==> config.mk <==
export PLATFORM = sky130hd
export DESIGN_NAME = counter_sequencer_flat
export DESIGN_NICKNAME = d
export VERILOG_FILES = /design/src/rtl/cmd_if.sv /design/src/rtl/counter_sequencer.sv /design/src/flat_wrapper.sv
export SDC_FILE = /design/constraint.sdc
export NUM_CORES = 1
export LEC_CHECK = 0
export CORE_UTILIZATION = 43
export CTS_CLUSTER_DIAMETER = 150
export CTS_CLUSTER_SIZE = 25
export DETAILED_ROUTE_END_ITERATION = 7
export GPL_TIMING_DRIVEN = 0
export PLACE_DENSITY = 0.64
export SYNTH_ARGS = -nofsm -noshare
export SYNTH_HDL_FRONTEND = slang
export SYNTH_SLANG_ARGS = --single-unit
==> constraint.sdc <==
create_clock -name clk -period 3.1 [get_ports clk]
set_input_delay 0.93 -clock clk [delete_from_list [all_inputs] [get_ports clk]]
set_output_delay 0.93 -clock clk [all_outputs]
set_load 0.02 [all_outputs]
==> src/rtl/cmd_if.sv <==
// cmd_if: command handshake bus carrying {mode, load value, run length} into the sequencer
interface cmd_if #(parameter int LEN_W = 8);
  logic             valid;
  logic             ready;
  logic [1:0]       modo;
  logic [3:0]       d;
  logic [LEN_W-1:0] len;
  modport master (output valid, modo, d, len, input ready);
  modport slave  (input valid, modo, d, len, output ready);
endinterface

==> src/rtl/counter_sequencer.sv <==
// counter_sequencer: FIFO-buffered command player driving ENABLE/MODO/D of a 4-bit mode counter.
// Define SEQ_CARRY_CNT_EN to add the saturating RCO carry counter and its carry_cnt output.
module counter_sequencer #(
  parameter int FIFO_DEPTH = 4,
  parameter int LEN_W      = 8
) (
  input  logic                          clk,
  input  logic                          rst_n,
  cmd_if.slave                          cmd,
  input  logic                          abort,
  input  logic                          rco,
  output logic                          enable,
  output logic [1:0]                    modo,
  output logic [3:0]                    d,
  output logic                          cnt_rst,
  output logic                          busy,
  output logic                          done,
  output logic [$clog2(FIFO_DEPTH):0]   level
`ifdef SEQ_CARRY_CNT_EN
  ,
  output logic [7:0]                    carry_cnt
`endif
);
  localparam int AW = $clog2(FIFO_DEPTH);
  localparam logic [AW:0] FULL = (AW+1)'(FIFO_DEPTH);
  typedef enum logic {IDLE, RUN} state_t;
  state_t state, state_nx;
  logic [1:0]       mem_modo [FIFO_DEPTH];
  logic [3:0]       mem_d    [FIFO_DEPTH];
  logic [LEN_W-1:0] mem_len  [FIFO_DEPTH];
  logic [AW-1:0]    wr_ptr, rd_ptr;
  logic [LEN_W-1:0] rem;
  logic             push, pop, last;
  assign cmd.ready = (level != FULL) && !abort;
  assign push      = cmd.valid && cmd.ready;
  assign last      = (state == RUN) && (rem == LEN_W'(1));
  assign enable    = (state == RUN);
  assign busy      = (state == RUN);
  always_comb begin
    pop      = (level != '0) && (state == IDLE || last);
    state_nx = (state == IDLE || last) ? ((level != '0) ? RUN : IDLE) : state;
    state_nx = abort ? IDLE : state_nx;
  end
  always_ff @(posedge clk or negedge rst_n)
    if (!rst_n) state <= IDLE;
    else        state <= state_nx;
  always_ff @(posedge clk)
    if (push) begin
      mem_modo[wr_ptr] <= cmd.modo;
      mem_d[wr_ptr]    <= cmd.d;
      mem_len[wr_ptr]  <= cmd.len;
    end
  always_ff @(posedge clk or negedge rst_n)
    if (!rst_n) begin
      wr_ptr  <= '0;
      rd_ptr  <= '0;
      level   <= '0;
      modo    <= '0;
      d       <= '0;
      rem     <= '0;
      done    <= 1'b0;
      cnt_rst <= 1'b1;
    end else begin
      cnt_rst <= abort;
      done    <= last && !abort;
      if (abort) begin
        wr_ptr <= '0;
        rd_ptr <= '0;
        level  <= '0;
      end else begin
        if (push) wr_ptr <= wr_ptr + 1'b1;
        // a zero length still plays one enabled cycle
        if (pop) begin
          rd_ptr <= rd_ptr + 1'b1;
          modo   <= mem_modo[rd_ptr];
          d      <= mem_d[rd_ptr];
          rem    <= (mem_len[rd_ptr] == '0) ? LEN_W'(1) : mem_len[rd_ptr];
        end else if (state == RUN) rem <= rem - 1'b1;
        level <= level + (AW+1)'(push) - (AW+1)'(pop);
      end
    end
`ifdef SEQ_CARRY_CNT_EN
  always_ff @(posedge clk or negedge rst_n)
    if (!rst_n)                         carry_cnt <= '0;
    else if (abort)                     carry_cnt <= '0;
    else if (rco && carry_cnt != 8'hFF) carry_cnt <= carry_cnt + 1'b1;
`else
  logic unused_rco;
  assign unused_rco = rco;
`endif
endmodule

==> src/flat_wrapper.sv <==
// flat-port wrapper written by rule: the top's interface ports become plain ports
module counter_sequencer_flat 
#(
  parameter int FIFO_DEPTH = 4,
  parameter int LEN_W      = 8
)
  (clk, rst_n, abort, rco, enable, modo, d, cnt_rst, busy, done, level, cmd_valid, cmd_modo, cmd_d, cmd_len, cmd_ready);
  cmd_if #(.LEN_W(LEN_W)) cmd_i ();
  input  logic clk;
  input  logic rst_n;
  input  logic abort;
  input  logic rco;
  output logic enable;
  output logic [1:0] modo;
  output logic [3:0] d;
  output logic cnt_rst;
  output logic busy;
  output logic done;
  output logic [$clog2(FIFO_DEPTH):0] level;
  input wire logic [$bits(cmd_i.valid)-1:0] cmd_valid;
  input wire logic [$bits(cmd_i.modo)-1:0] cmd_modo;
  input wire logic [$bits(cmd_i.d)-1:0] cmd_d;
  input wire logic [$bits(cmd_i.len)-1:0] cmd_len;
  output wire logic [$bits(cmd_i.ready)-1:0] cmd_ready;
  assign cmd_i.valid = cmd_valid;
  assign cmd_i.modo = cmd_modo;
  assign cmd_i.d = cmd_d;
  assign cmd_i.len = cmd_len;
  assign cmd_ready = cmd_i.ready;
  counter_sequencer #(.FIFO_DEPTH(FIFO_DEPTH), .LEN_W(LEN_W)) u_core (.clk(clk), .rst_n(rst_n), .cmd(cmd_i), .abort(abort), .rco(rco), .enable(enable), .modo(modo), .d(d), .cnt_rst(cnt_rst), .busy(busy), .done(done), .level(level));
endmodule
==> impl_metrics.json <==
{
  "required_ps": 3320,
  "power_density_nw_per_um2": 869.8,
  "ys_seq_area_share_pct": 67.89,
  "slew_headroom_pct": 17.20,
  "dr.pass1.iters": 4,
  "finalWorstSetupSlack_ps": 150.5,
  "setup-tns-final_ps": 0,
  "cts_max_level": 3,
  "comb_power_share_pct": 33.1,
  "hold_viol_final": 0,
  "synth_top_area_share_pct": 50.00,
  "synth_area_leader_cell": "edfxtp_1",
  "worstPathArrival_ps": 3170,
  "die-area_um2": 8179,
  "cts.sinks": 80,
  "crit-reg2reg-launch": "u_core.rem[2]",
  "path_class": "reg -> reg",
  "die_h_um": 90.44,
  "cts_tree": "built",
  "cp-end-kind": "flip-flop",
  "start_util_pct": 45.40,
  "drt_iter0_drc": 90,
  "worstHoldStart": "u_core.modo[1]",
  "n_fill_cell": 585,
  "p_sw_share_pct": 32.80,
  "die_w_um": 90.44,
  "coreArea_um2": 7408,
  "antenna_found_initial": 0,
  "clk_latency_ps": 340,
  "cap_violations": 0,
  "grt_pass1_vias": 1789,
  "whs_ps": 519.0,
  "setup_viol": 0,
  "io_pins": 33,
  "multi_input_area_um2": 1006,
  "grt_max_degree": 25,
  "synth-async-reset-ratio_pct": 30.00,
  "fin_nets": 273,
  "slew_violations": 0,
  "wl_per_cell_um": 17.28,
  "synth.most_common_cell": "edfxtp_1",
  "fin_crit_sh_pct": 95.14,
  "final_util_pct": 54.77,
  "root_buffer": "clkbuf_8",
  "p_switching_mw": 1.157,
  "synth_edf_count": 56,
  "dpl.hpwl_um": 3907,
  "crit_chain": "or4_4 > o41ai_4 > nand2_2 > clkinvlp_4 > ha_1 > inv_1 > ha_1 > inv_1 > fa_1 > xnor2_1 > nor2_1",
  "wl_um": 6032,
  "p_leak_nw": 1.483,
  "routabilityCongestion": 0.7659,
  "viasPerCell": 5.278,
  "ys_ff_latch": 80,
  "area_delta_synth_final_pct": 20.65,
  "pwr-share-seq_pct": 41.5,
  "status": "finished clean",
  "yosys_warnings": 0,
  "synthTopCellsByArea": "edfxtp_1, dfrtp_1, mux4_2",
  "cp_max_fo": 7,
  "min_period_ps": 2949,
  "worst_pin_slew_ps": 1238,
  "fmax_mhz": 339.0,
  "finClkSkew_ps": 11.98,
  "drive_above_1_share_pct": 20.40,
  "hold_buffers": 0,
  "hold_class": "reg -> reg",
  "ff_latch_area_um2": 2285,
  "syn_area_um2": 3363,
  "portBuffers": 31,
  "clk_pin_slew_worst_paths_ps": 90,
  "synth_area_per_cell_um2": 16.65,
  "cts_buffer_depth": 2,
  "rsz0062_at_grt": "yes",
  "clockPowerShare_pct": 25.4,
  "slowest_delay_ps": 570,
  "grt_use_total_pct": 15.80,
  "crit_path_top_delay_cell": "or4_4",
  "num_antenna_cells": 0,
  "grt-ovfl-total": 0,
  "start_kind": "flip-flop",
  "dr_total_vias": 1842,
  "rows": 31,
  "peakVddDrop_v": 0.0004898,
  "drc": 0,
  "syn_inst": 202,
  "cp-startpoint": "u_core.rem[2]",
  "preCtsSetupSlack_ps": -460.0,
  "final_antenna_net_count": 0,
  "syn_nets": 230,
  "grt_pass1_wl_um": 9653,
  "internal-power_mw": 2.372,
  "synth.top_cells.by_count": "edfxtp_1, dfrtp_1, mux4_2",
  "yosys_most_used_dff": "edfxtp_1",
  "synth_cell_types": 43,
  "numCtsBuffers": 9
}
[cells in the final DEF (no fill, tap or decap), types with 2 or more instances in the layout]
cell / n
nand2_1: 5
o2bb2ai_1: 2
mux2_2: 7
bufinv_16: 2
a21oi_1: 6
dfrtp_1: 22
inv_8: 3
inv_1: 10
clkdlybuf4s50_1: 29
xor2_1: 2
edfxtp_1: 56
nor3_1: 6
a2bb2oi_1: 3
buf_4: 2
ha_1: 8
clkbuf_1: 3
clkbuf_8: 9
o21ai_0: 4
xnor2_1: 2
nand3_1: 3
mux2i_1: 4
nor2_1: 12
buf_2: 2
and3_1: 5
mux4_2: 14
[critical path, delay by kind of cell, from the launching register on]
family	cells	cell delay, ps
fa+ha+maj	3	740
compound gates	1	460
simple gates	3	760
xor+xnor	1	160
flops	1	450
buf+inv	3	260
[metrics by stage]
stage	std cells	cell area (µm²)	total power, mW
detailed placement	332	3797	2.644
floorplan	202	3363	2.278
global placement	332	3797	2.628
finish	349	4058	3.529
CTS	348	4043	3.549
global route	349	4058	3.710
[logic make-up after synthesis]
| family | share of synthesized area [%] |
|---|---|
| flops | 67.89 |
| simple gates | 6.660 |
| mux | 12.91 |
| compound gates | 5.395 |
| buf+inv | 2.530 |
| fa+ha+maj | 3.572 |
| xor+xnor | 1.042 |
[worst paths after layout]
check,cells after the start,slack (ps),to
min,1,520,u_core.modo[1]
max reg2reg,11,150,u_core.level[2]
min in group asynchronous,1,1230,u_core.d[0]
max in group asynchronous,1,1050,u_core.rem[2]
min reg2reg,1,520,u_core.modo[1]
max,11,150,u_core.level[2]
[flip-flops by register name, indices dropped and copies added, names as in the netlist]
name and flops:
u_core.mem_len 32, u_core.mem_d 16, u_core.mem_modo 8, u_core.rem 8, u_core.d 4, u_core.level 3
u_core.modo 2, u_core.rd_ptr 2, u_core.wr_ptr 2, u_core.busy 1, u_core.cnt_rst 1, u_core.done 1
[metal layers]
metal	global-route usage (%)	vias up	routed length (µm)
li1	-	861	-
met1	21.62	939	2886
met2	24.68	37	2887
met3	4.125	5	208
met4	5.242	0	49
met5	0	-	0
[power by group through the flow]
stage | Clock (mW) | Sequential (mW) | Combinational, mW
after global routing | 0.950 | 1.49 | 1.27
after detailed placement | 0 | 1.49 | 1.16
after floorplan | 0 | 1.53 | 0.753
after global placement | 0 | 1.48 | 1.15
after CTS | 0.913 | 1.47 | 1.17
final | 0.897 | 1.46 | 1.17
[timing repair]
item | 4_1_cts | 5_1_grt
resized for setup | 3 | 3
endpoints found under the hold margin | 0 | 0
buffers inserted | 0 | 1
pin swaps | 0 | 1
setup endpoints to repair | 1 | 2
[layout make-up]
cell class	instances	area share (%)
inverter	11	1.110
tap	99	3.053
clock buffer	9	3.053
multi-input combinational	103	24.79
clock inverter	7	2.744
sequential	80	56.31
buffer	8	1.079
timing repair buffer	32	7.863
(Power assumes the default switching activity.)
